[src/rtl/memop_sequencer_if.sv]
`default_nettype none
// ============================================================================
// memop_sequencer_if : data-memory bus (valid/ready request, rvalid response)
// Revision 1.0
// ============================================================================
interface memop_sequencer_if #(
    parameter int XLEN       = 64,
    parameter int ADDR_WIDTH = 64
);
    logic                  mem_valid;
    logic                  mem_ready;
    logic [ADDR_WIDTH-1:0] mem_addr;
    logic                  mem_wen;
    logic [XLEN-1:0]       mem_wdata;
    logic [7:0]            mem_wmask;
    logic                  mem_rvalid;
    logic [XLEN-1:0]       mem_rdata;

    modport master (
        output mem_valid, mem_addr, mem_wen, mem_wdata, mem_wmask,
        input  mem_ready, mem_rvalid, mem_rdata
    );

    modport slave (
        input  mem_valid, mem_addr, mem_wen, mem_wdata, mem_wmask,
        output mem_ready, mem_rvalid, mem_rdata
    );
endinterface
`default_nettype wire

[src/rtl/memop_sequencer.sv]
`default_nettype none
// ============================================================================
// memop_sequencer : EX/MEM load/store/AMO/LR/SC sequencer over one memory bus
// Revision 1.0
// ============================================================================
module memop_sequencer #(
    parameter int XLEN       = 64,
    parameter int ADDR_WIDTH = 64
) (
    input  wire logic                  clk,
    input  wire logic                  rst_n,
    input  wire logic                  i_valid,
    input  wire logic                  i_is_new,
    input  wire logic                  i_flush,
    input  wire logic                  i_is_load,
    input  wire logic                  i_is_store,
    input  wire logic                  i_is_amo,
    input  wire logic [2:0]            i_funct3,
    input  wire logic [4:0]            i_funct5,
    input  wire logic [ADDR_WIDTH-1:0] i_addr,
    input  wire logic [XLEN-1:0]       i_wdata,
    output logic                       o_stall,
    output logic [XLEN-1:0]            o_result,
    output logic                       o_done,
    output logic                       o_exc_valid,
    output logic                       o_exc_store,
    memop_sequencer_if.master          bus
);

    localparam logic [4:0] c_F5_LR   = 5'b00010;
    localparam logic [4:0] c_F5_SC   = 5'b00011;
    localparam logic [4:0] c_F5_SWAP = 5'b00001;
    localparam logic [4:0] c_F5_ADD  = 5'b00000;
    localparam logic [4:0] c_F5_XOR  = 5'b00100;
    localparam logic [4:0] c_F5_AND  = 5'b01100;
    localparam logic [4:0] c_F5_OR   = 5'b01000;
    localparam logic [4:0] c_F5_MIN  = 5'b10000;
    localparam logic [4:0] c_F5_MAX  = 5'b10100;
    localparam logic [4:0] c_F5_MINU = 5'b11000;
    localparam logic [4:0] c_F5_MAXU = 5'b11100;

    typedef enum logic [2:0] {
        S_IDLE     = 3'd0,
        S_REQ      = 3'd1,
        S_RESP     = 3'd2,
        S_AMO_REQ  = 3'd3,
        S_AMO_RESP = 3'd4
    } state_t;

    state_t                  r_state;
    state_t                  w_next;

    logic [ADDR_WIDTH-1:0]   r_addr;
    logic [XLEN-1:0]         r_wdata;
    logic [2:0]              r_funct3;
    logic [4:0]              r_funct5;
    logic                    r_is_load;
    logic                    r_is_store;
    logic                    r_is_lr;
    logic                    r_is_sc;
    logic                    r_is_rmw;
    logic [XLEN-1:0]         r_old;
    logic [XLEN-1:0]         r_new;
    logic                    r_res_valid;
    logic [ADDR_WIDTH-4:0]   r_res_addr;

    logic                    w_start;
    logic                    w_misaligned;
    logic                    w_in_lr;
    logic                    w_in_sc;
    logic                    w_in_rmw;
    logic                    w_in_loadlike;
    logic                    w_sc_fail;
    logic                    w_capture;
    logic                    w_amo_latch;
    logic                    w_res_set;
    logic                    w_res_clr;
    logic                    w_mem_valid;
    logic [5:0]              w_shamt;
    logic [7:0]              w_size_mask;
    logic [XLEN-1:0]         w_lane;
    logic [XLEN-1:0]         w_load_val;

    // ------------------------------------------------------------------------
    // Input decode (only meaningful while IDLE)
    // ------------------------------------------------------------------------
    assign w_in_lr       = i_is_amo && (i_funct5 == c_F5_LR);
    assign w_in_sc       = i_is_amo && (i_funct5 == c_F5_SC);
    assign w_in_rmw      = i_is_amo && !w_in_lr && !w_in_sc;
    assign w_in_loadlike = w_in_lr || (i_is_load && !i_is_amo);
    assign w_start       = i_valid && i_is_new && !i_flush && (i_is_load || i_is_store || i_is_amo);
    assign w_sc_fail     = w_in_sc && !(r_res_valid && (r_res_addr == i_addr[ADDR_WIDTH-1:3]));

    always_comb begin
        w_misaligned = 1'b0;
        case (i_funct3[1:0])
            2'd1:    w_misaligned = i_addr[0];
            2'd2:    w_misaligned = |i_addr[1:0];
            2'd3:    w_misaligned = |i_addr[2:0];
            default: w_misaligned = 1'b0;
        endcase
    end

    // ------------------------------------------------------------------------
    // Lane extraction and extension of the read response
    // ------------------------------------------------------------------------
    assign w_shamt = {r_addr[2:0], 3'b000};

    always_comb begin
        w_lane = bus.mem_rdata >> w_shamt;
        case (r_funct3)
            3'd0:    w_load_val = {{(XLEN-8){w_lane[7]}},   w_lane[7:0]};
            3'd1:    w_load_val = {{(XLEN-16){w_lane[15]}}, w_lane[15:0]};
            3'd2:    w_load_val = {{(XLEN-32){w_lane[31]}}, w_lane[31:0]};
            3'd4:    w_load_val = {{(XLEN-8){1'b0}},        w_lane[7:0]};
            3'd5:    w_load_val = {{(XLEN-16){1'b0}},       w_lane[15:0]};
            3'd6:    w_load_val = {{(XLEN-32){1'b0}},       w_lane[31:0]};
            default: w_load_val = w_lane;
        endcase
    end

    always_comb begin
        case (r_funct3[1:0])
            2'd0:    w_size_mask = 8'h01;
            2'd1:    w_size_mask = 8'h03;
            2'd2:    w_size_mask = 8'h0F;
            default: w_size_mask = 8'hFF;
        endcase
    end

    // W variants compare and combine only the low word; upper lanes are masked off on write
    function automatic logic [XLEN-1:0] amo_alu(
        input logic [4:0]      op,
        input logic            is_w,
        input logic [XLEN-1:0] a,
        input logic [XLEN-1:0] b
    );
        logic [XLEN-1:0] r;
        logic            lt_s;
        logic            lt_u;
        if (is_w) begin
            lt_s = $signed(a[31:0]) < $signed(b[31:0]);
            lt_u = a[31:0] < b[31:0];
        end else begin
            lt_s = $signed(a) < $signed(b);
            lt_u = a < b;
        end
        case (op)
            c_F5_SWAP: r = b;
            c_F5_ADD:  r = a + b;
            c_F5_XOR:  r = a ^ b;
            c_F5_AND:  r = a & b;
            c_F5_OR:   r = a | b;
            c_F5_MIN:  r = lt_s ? a : b;
            c_F5_MAX:  r = lt_s ? b : a;
            c_F5_MINU: r = lt_u ? a : b;
            c_F5_MAXU: r = lt_u ? b : a;
            default:   r = b;
        endcase
        if (is_w) begin
            r = {{(XLEN-32){1'b0}}, r[31:0]};
        end
        return r;
    endfunction

    // ------------------------------------------------------------------------
    // Bus request fields come straight from latched operands, so they are
    // stable for as long as mem_ready stays low.
    // ------------------------------------------------------------------------
    assign bus.mem_valid = w_mem_valid;
    assign bus.mem_addr  = {r_addr[ADDR_WIDTH-1:3], 3'b000};
    assign bus.mem_wen   = (r_state == S_AMO_REQ) || r_is_store || r_is_sc;
    assign bus.mem_wdata = ((r_state == S_AMO_REQ) ? r_new : r_wdata) << w_shamt;
    assign bus.mem_wmask = w_size_mask << r_addr[2:0];

    // ------------------------------------------------------------------------
    // FSM: state register
    // ------------------------------------------------------------------------
    always_ff @(posedge clk or negedge rst_n) begin
        if (!rst_n) begin
            r_state <= S_IDLE;
        end else begin
            r_state <= w_next;
        end
    end

    // ------------------------------------------------------------------------
    // FSM: next state and outputs
    // ------------------------------------------------------------------------
    always_comb begin
        w_next      = r_state;
        o_stall     = 1'b0;
        o_done      = 1'b0;
        o_result    = '0;
        o_exc_valid = 1'b0;
        o_exc_store = 1'b0;
        w_mem_valid = 1'b0;
        w_capture   = 1'b0;
        w_amo_latch = 1'b0;
        w_res_set   = 1'b0;
        w_res_clr   = 1'b0;
        case (r_state)
            S_IDLE: begin
                if (w_start) begin
                    if (w_misaligned) begin
                        o_done      = 1'b1;
                        o_exc_valid = 1'b1;
                        o_exc_store = !w_in_loadlike;
                    end else if (w_sc_fail) begin
                        // Failed SC retires immediately, so the pipeline need not hold
                        o_done    = 1'b1;
                        o_result  = {{(XLEN-1){1'b0}}, 1'b1};
                        w_res_clr = 1'b1;
                    end else begin
                        o_stall   = 1'b1;
                        w_capture = 1'b1;
                        w_next    = S_REQ;
                    end
                end
            end
            S_REQ: begin
                o_stall     = 1'b1;
                w_mem_valid = 1'b1;
                if (bus.mem_ready) begin
                    w_next = S_RESP;
                end
            end
            S_RESP: begin
                o_stall = 1'b1;
                if (bus.mem_rvalid) begin
                    if (r_is_rmw) begin
                        w_amo_latch = 1'b1;
                        w_next      = S_AMO_REQ;
                    end else begin
                        o_stall = 1'b0;
                        o_done  = 1'b1;
                        w_next  = S_IDLE;
                        if (r_is_load || r_is_lr) begin
                            o_result = w_load_val;
                        end
                        if (r_is_lr) begin
                            w_res_set = 1'b1;
                        end
                        if (r_is_sc || (r_is_store && r_res_valid &&
                                        (r_res_addr == r_addr[ADDR_WIDTH-1:3]))) begin
                            w_res_clr = 1'b1;
                        end
                    end
                end
            end
            S_AMO_REQ: begin
                o_stall     = 1'b1;
                w_mem_valid = 1'b1;
                if (bus.mem_ready) begin
                    w_next = S_AMO_RESP;
                end
            end
            S_AMO_RESP: begin
                o_stall = 1'b1;
                if (bus.mem_rvalid) begin
                    o_stall  = 1'b0;
                    o_done   = 1'b1;
                    o_result = r_old;
                    w_next   = S_IDLE;
                end
            end
            default: begin
                w_next = S_IDLE;
            end
        endcase
    end

    // ------------------------------------------------------------------------
    // Operand, AMO and reservation registers
    // ------------------------------------------------------------------------
    always_ff @(posedge clk or negedge rst_n) begin
        if (!rst_n) begin
            r_addr      <= '0;
            r_wdata     <= '0;
            r_funct3    <= '0;
            r_funct5    <= '0;
            r_is_load   <= 1'b0;
            r_is_store  <= 1'b0;
            r_is_lr     <= 1'b0;
            r_is_sc     <= 1'b0;
            r_is_rmw    <= 1'b0;
            r_old       <= '0;
            r_new       <= '0;
            r_res_valid <= 1'b0;
            r_res_addr  <= '0;
        end else begin
            if (w_capture) begin
                r_addr     <= i_addr;
                r_wdata    <= i_wdata;
                r_funct3   <= i_funct3;
                r_funct5   <= i_funct5;
                r_is_load  <= i_is_load && !i_is_amo;
                r_is_store <= i_is_store && !i_is_amo;
                r_is_lr    <= w_in_lr;
                r_is_sc    <= w_in_sc;
                r_is_rmw   <= w_in_rmw;
            end
            if (w_amo_latch) begin
                r_old <= w_load_val;
                r_new <= amo_alu(r_funct5, (r_funct3[1:0] == 2'd2), w_load_val, r_wdata);
            end
            if (w_res_clr) begin
                r_res_valid <= 1'b0;
            end else if (w_res_set) begin
                r_res_valid <= 1'b1;
                r_res_addr  <= r_addr[ADDR_WIDTH-1:3];
            end
        end
    end

endmodule
`default_nettype wire

[src/flat_wrapper.sv]
// flat-port wrapper written by rule: the top's interface ports become plain ports
module memop_sequencer_flat 
#(
    parameter int XLEN       = 64,
    parameter int ADDR_WIDTH = 64
)
  (clk, rst_n, i_valid, i_is_new, i_flush, i_is_load, i_is_store, i_is_amo, i_funct3, i_funct5, i_addr, i_wdata, o_stall, o_result, o_done, o_exc_valid, o_exc_store, bus_mem_valid, bus_mem_addr, bus_mem_wen, bus_mem_wdata, bus_mem_wmask, bus_mem_ready, bus_mem_rvalid, bus_mem_rdata);
  memop_sequencer_if #(.XLEN(XLEN), .ADDR_WIDTH(ADDR_WIDTH)) bus_i ();
  input  wire logic clk;
  input  wire logic rst_n;
  input  wire logic i_valid;
  input  wire logic i_is_new;
  input  wire logic i_flush;
  input  wire logic i_is_load;
  input  wire logic i_is_store;
  input  wire logic i_is_amo;
  input  wire logic [2:0] i_funct3;
  input  wire logic [4:0] i_funct5;
  input  wire logic [ADDR_WIDTH-1:0] i_addr;
  input  wire logic [XLEN-1:0] i_wdata;
  output logic o_stall;
  output logic [XLEN-1:0] o_result;
  output logic o_done;
  output logic o_exc_valid;
  output logic o_exc_store;
  output wire logic [$bits(bus_i.mem_valid)-1:0] bus_mem_valid;
  output wire logic [$bits(bus_i.mem_addr)-1:0] bus_mem_addr;
  output wire logic [$bits(bus_i.mem_wen)-1:0] bus_mem_wen;
  output wire logic [$bits(bus_i.mem_wdata)-1:0] bus_mem_wdata;
  output wire logic [$bits(bus_i.mem_wmask)-1:0] bus_mem_wmask;
  input wire logic [$bits(bus_i.mem_ready)-1:0] bus_mem_ready;
  input wire logic [$bits(bus_i.mem_rvalid)-1:0] bus_mem_rvalid;
  input wire logic [$bits(bus_i.mem_rdata)-1:0] bus_mem_rdata;
  assign bus_mem_valid = bus_i.mem_valid;
  assign bus_mem_addr = bus_i.mem_addr;
  assign bus_mem_wen = bus_i.mem_wen;
  assign bus_mem_wdata = bus_i.mem_wdata;
  assign bus_mem_wmask = bus_i.mem_wmask;
  assign bus_i.mem_ready = bus_mem_ready;
  assign bus_i.mem_rvalid = bus_mem_rvalid;
  assign bus_i.mem_rdata = bus_mem_rdata;
  memop_sequencer #(.XLEN(XLEN), .ADDR_WIDTH(ADDR_WIDTH)) u_core (.clk(clk), .rst_n(rst_n), .i_valid(i_valid), .i_is_new(i_is_new), .i_flush(i_flush), .i_is_load(i_is_load), .i_is_store(i_is_store), .i_is_amo(i_is_amo), .i_funct3(i_funct3), .i_funct5(i_funct5), .i_addr(i_addr), .i_wdata(i_wdata), .o_stall(o_stall), .o_result(o_result), .o_done(o_done), .o_exc_valid(o_exc_valid), .o_exc_store(o_exc_store), .bus(bus_i));
endmodule
[config.mk]
export PLATFORM = sky130hd
export DESIGN_NAME = memop_sequencer_flat
export DESIGN_NICKNAME = d
export VERILOG_FILES = /design/src/rtl/memop_sequencer_if.sv /design/src/rtl/memop_sequencer.sv /design/src/flat_wrapper.sv
export SDC_FILE = /design/constraint.sdc
export NUM_CORES = 1
export LEC_CHECK = 0
export ABC_CLOCK_PERIOD_IN_PS = 5600
export CAP_MARGIN = 40
export CORE_UTILIZATION = 50
export DETAILED_ROUTE_END_ITERATION = 12
export GPL_TIMING_DRIVEN = 0
export PLACE_DENSITY_LB_ADDON = 0.25
export SYNTH_ARGS = -nofsm -noshare
export SYNTH_HDL_FRONTEND = slang
export SYNTH_SLANG_ARGS = --single-unit
[constraint.sdc]
create_clock -name clk -period 5.6 [get_ports clk]
set_input_delay 0.84 -clock clk [delete_from_list [all_inputs] [get_ports clk]]
set_output_delay 0.84 -clock clk [all_outputs]
set_load 0.01 [all_outputs]
==> impl_results.md <==
* Largest net degree at the start of global routing at just over 90
* Sink Count at roughly 330
* Setup TNS at -1.27 ns
* Failing checks: setup timing
* Syn avg cell area at between 8 and 9 um^2
* Critical Path Stages at 21
* Least-Margin Pin Slew at 1.03 ns
* Setup Skew at about 0.035 ns
* Die area at 58400 um^2
* Cell Chain, Critical Path: nand2b_1 -> clkbuf_4 -> nor2_1 -> a21oi_4 -> buf_6 -> o21ai_2 -> buf_6 -> ha_4 -> nand4_1 -> nor4_2 -> buf_4 -> nand4_1 -> a31oi_4 -> or3_4 -> nor3_2 -> o211ai_1 -> and4b_2 -> buf_12 -> buf_4 -> a22oi_1 -> a32oi_1
* GP Congestion at ~1.1
* CP startpoint kind: flip-flop
* Die Wd at 242 um
* Fin area at around 38000 um^2
* Type of the worst setup path: reg -> reg
* Most frequent cells in the layout: nand2_1 (404), clkdlybuf4s50_1 (402), o21ai_0 (342)
* Dpl cell area at around 34000 um^2
* Final hold viol count at 0
* IO buf count at about 410
* Max Cap Violations at 0
* P&R area growth vs syn at 32.7%
* Buffer levels on the longest clock path at 3
* Fill count at between 4000 and 5000
* Die height at between 200 and 250 um
* First-pass GRT wire length at about 210000 um
* Endpoints failing setup at 39
* Worst hold path type: in -> async
* Mapped cell area at around 29000 um^2
* Maximum clock rate at approximately 180 MHz
* Dpl cells at between 4000 and 5000
* Num CTS Buffers at 39
* WL/cell at 30.9 um
* Post-Place Setup Slack at -2.54 ns
* Pins Over Slew Limit at 0
* Reg2Reg Depth at 21
* Setup crit end kind: flip-flop
* Final WL at roughly 150000 um
* Setup ws final at -0.112 ns
* Vias in the first global route at about 31000
* Reg2reg start: u_core.r_funct3[1]
* Post-synth EDFFs at 0
* FF-to-FF setup slack at -0.11 ns
* #FFs+latches synth at 334
* Ys flop type: dfrtp_1
* Top Usage Layer GRT: met2
* CTS tree: done
* IO Pins at 416
* CP Buf/Inv Count at 6
* Crit-path max cell delay at about 0.55 ns
* Via count at 32600
* Nets@finish at ~4500
* Crit share post-route at 102%
* Required @ worst endpoint at 6.10 ns
* Core Rows at 87
* Initial drt markers at 4585
* GRT Util Overall at 49.9%
* Headroom to the max-slew limit at 31.6%
* CTS H-tree lvls at 2
* Met1 Use GR at between 50 and 60%
* Crit path from: u_core.r_funct3[1]
* Crit path max fanout at 10
* Root buf cell: clkbuf_16
* CTS clk-pin slew, worst paths at around 0.080 ns
* YS warnings at 0
* Post-synth cell types at between 90 and 100
* Arr. time, crit path at ~6.2 ns
* Synthesized instance count at approximately 3500
* Layout cell share with drive strength beyond 1 at about 16%
* Clk Latency, worst-skew pair at ~0.60 ns
* Antenna Nets Post-Route at 0
* Period minus WS final at approximately 5.7 ns
* Slowest CP cell: dfrtp_1
* GR Util met2 at roughly three quarters
* Number of remaining DRC errors at 0
* Starting density of the core at 50.7%
* Status: complete, but fails checks
* Critical Path Sink: u_core.r_new[38]
* Register area share after synthesis at slightly below 30%
* Global route total overflow at 0
* Async S/R FF share, synth at 100%
* Met3 global-route usage at 17.6%
* HPWL Detailed at 118000 um
* Hold Buf Count CTS at 0
* Most common cell after layout, fill and taps aside: nand2_1
* Fin cells at roughly 5000
* Initial antenna violation count at 6
* Crit path max-delay family: simple AND/OR/NAND/NOR gates
* Core box area at ~57000 um^2
* Reg-to-reg endpoint: u_core.r_new[38]
* Vias per inst at around 6.7
* Number of detailed-route iterations in the first pass at 12
-- metrics by stage --
| stage | utilization (%) | hold slack (ns) |
|---|---|---|
| 5_1_grt | 67.3 | 0.252 |
| 2_1_floorplan | - | 0.449 |
| 3_5_place_dp | 60.9 | 0.471 |
| 6_report | 67.3 | 0.176 |
| 4_1_cts | 65.4 | 0.211 |
| 3_3_place_gp | 59.7 | 0.462 |
-- metal layers --
metal  share of wire, %  routed length, um
met5              0.017                 26
met4                8.9              13500
met3                 14              21200
met2                 41              62800
met1                 36              53900
-- repair_timing --
| action | in CTS | in global routing |
|---|---|---|
| gates cloned | 5 | 3 |
| setup endpoints to repair | 91 | 66 |
| resized for setup | 229 | 174 |
| buffers inserted | 28 | 42 |
| pin swaps | 30 | 40 |
-- logic make-up (layout without fill, tap and decap cells) --
kind of cell,Yosys count,count (layout),share of synthesized area (%)
and+or+nand+nor,951,952,15.1
DFF,334,334,29.1
buffers and inverters,541,1136,8.25
adders and majority gates,193,193,8.43
other,1,6,0.0131
muxes,283,283,10.8
xor gates and xnor gates,132,132,4.02
AOI/OAI and AO/OA,1109,1109,24.3
-- final cells by class --
class	instances	area (um^2)	area share, %
Inverter	231	868	2.28
Buffer	282	1630	4.27
Tap cell	756	946	2.48
Clock buffer	57	1130	2.97
Antenna cell	3	7.51	0.0197
Sequential cell	334	8360	21.9
Multi-Input combinational cell	2672	19300	50.7
Timing Repair Buffer	554	5610	14.7
Clock inverter	12	218	0.571
-- flip-flops by register name, summed over array words and instances (netlist names), 3 cells and up --
name / count
u_core.r_addr: 64
u_core.r_funct3: 3
u_core.r_funct5: 5
u_core.r_new: 64
u_core.r_old: 64
u_core.r_res_addr: 61
u_core.r_state: 3
u_core.r_wdata: 64
-- how the worst min path moves through the flow --
stage                            end  cells after the start
floorplan           u_core.r_new[39]                      2
global placement    u_core.r_old[37]                      2
detailed placement  u_core.r_old[37]                      2
CTS                 u_core.r_new[50]                      1
global route        u_core.r_new[50]                      1
finish              u_core.r_new[50]                      1
-- synth_stat cells (57+ instances only) --
master / count / share of area, %
a21oi_1: 267 / 4.7
a221oi_1: 57 / 1.7
clkbuf_1: 177 / 2.3
ha_1: 192 / 8.4
mux2_2: 116 / 4.5
xor2_1: 57 / 1.7
o21ai_0: 368 / 6.4
dfrtp_1: 334 / 29
nor2_1: 212 / 2.8
mux2i_1: 155 / 5.4
nand2_1: 422 / 5.5
inv_1: 228 / 3.0
xnor2_1: 75 / 2.3
a211oi_1: 80 / 2.1
buf_4: 65 / 1.7
Power is left out: the tool's default activity adds up to more than one toggle a clock period on the data nets, which glitch-free logic cannot reach.
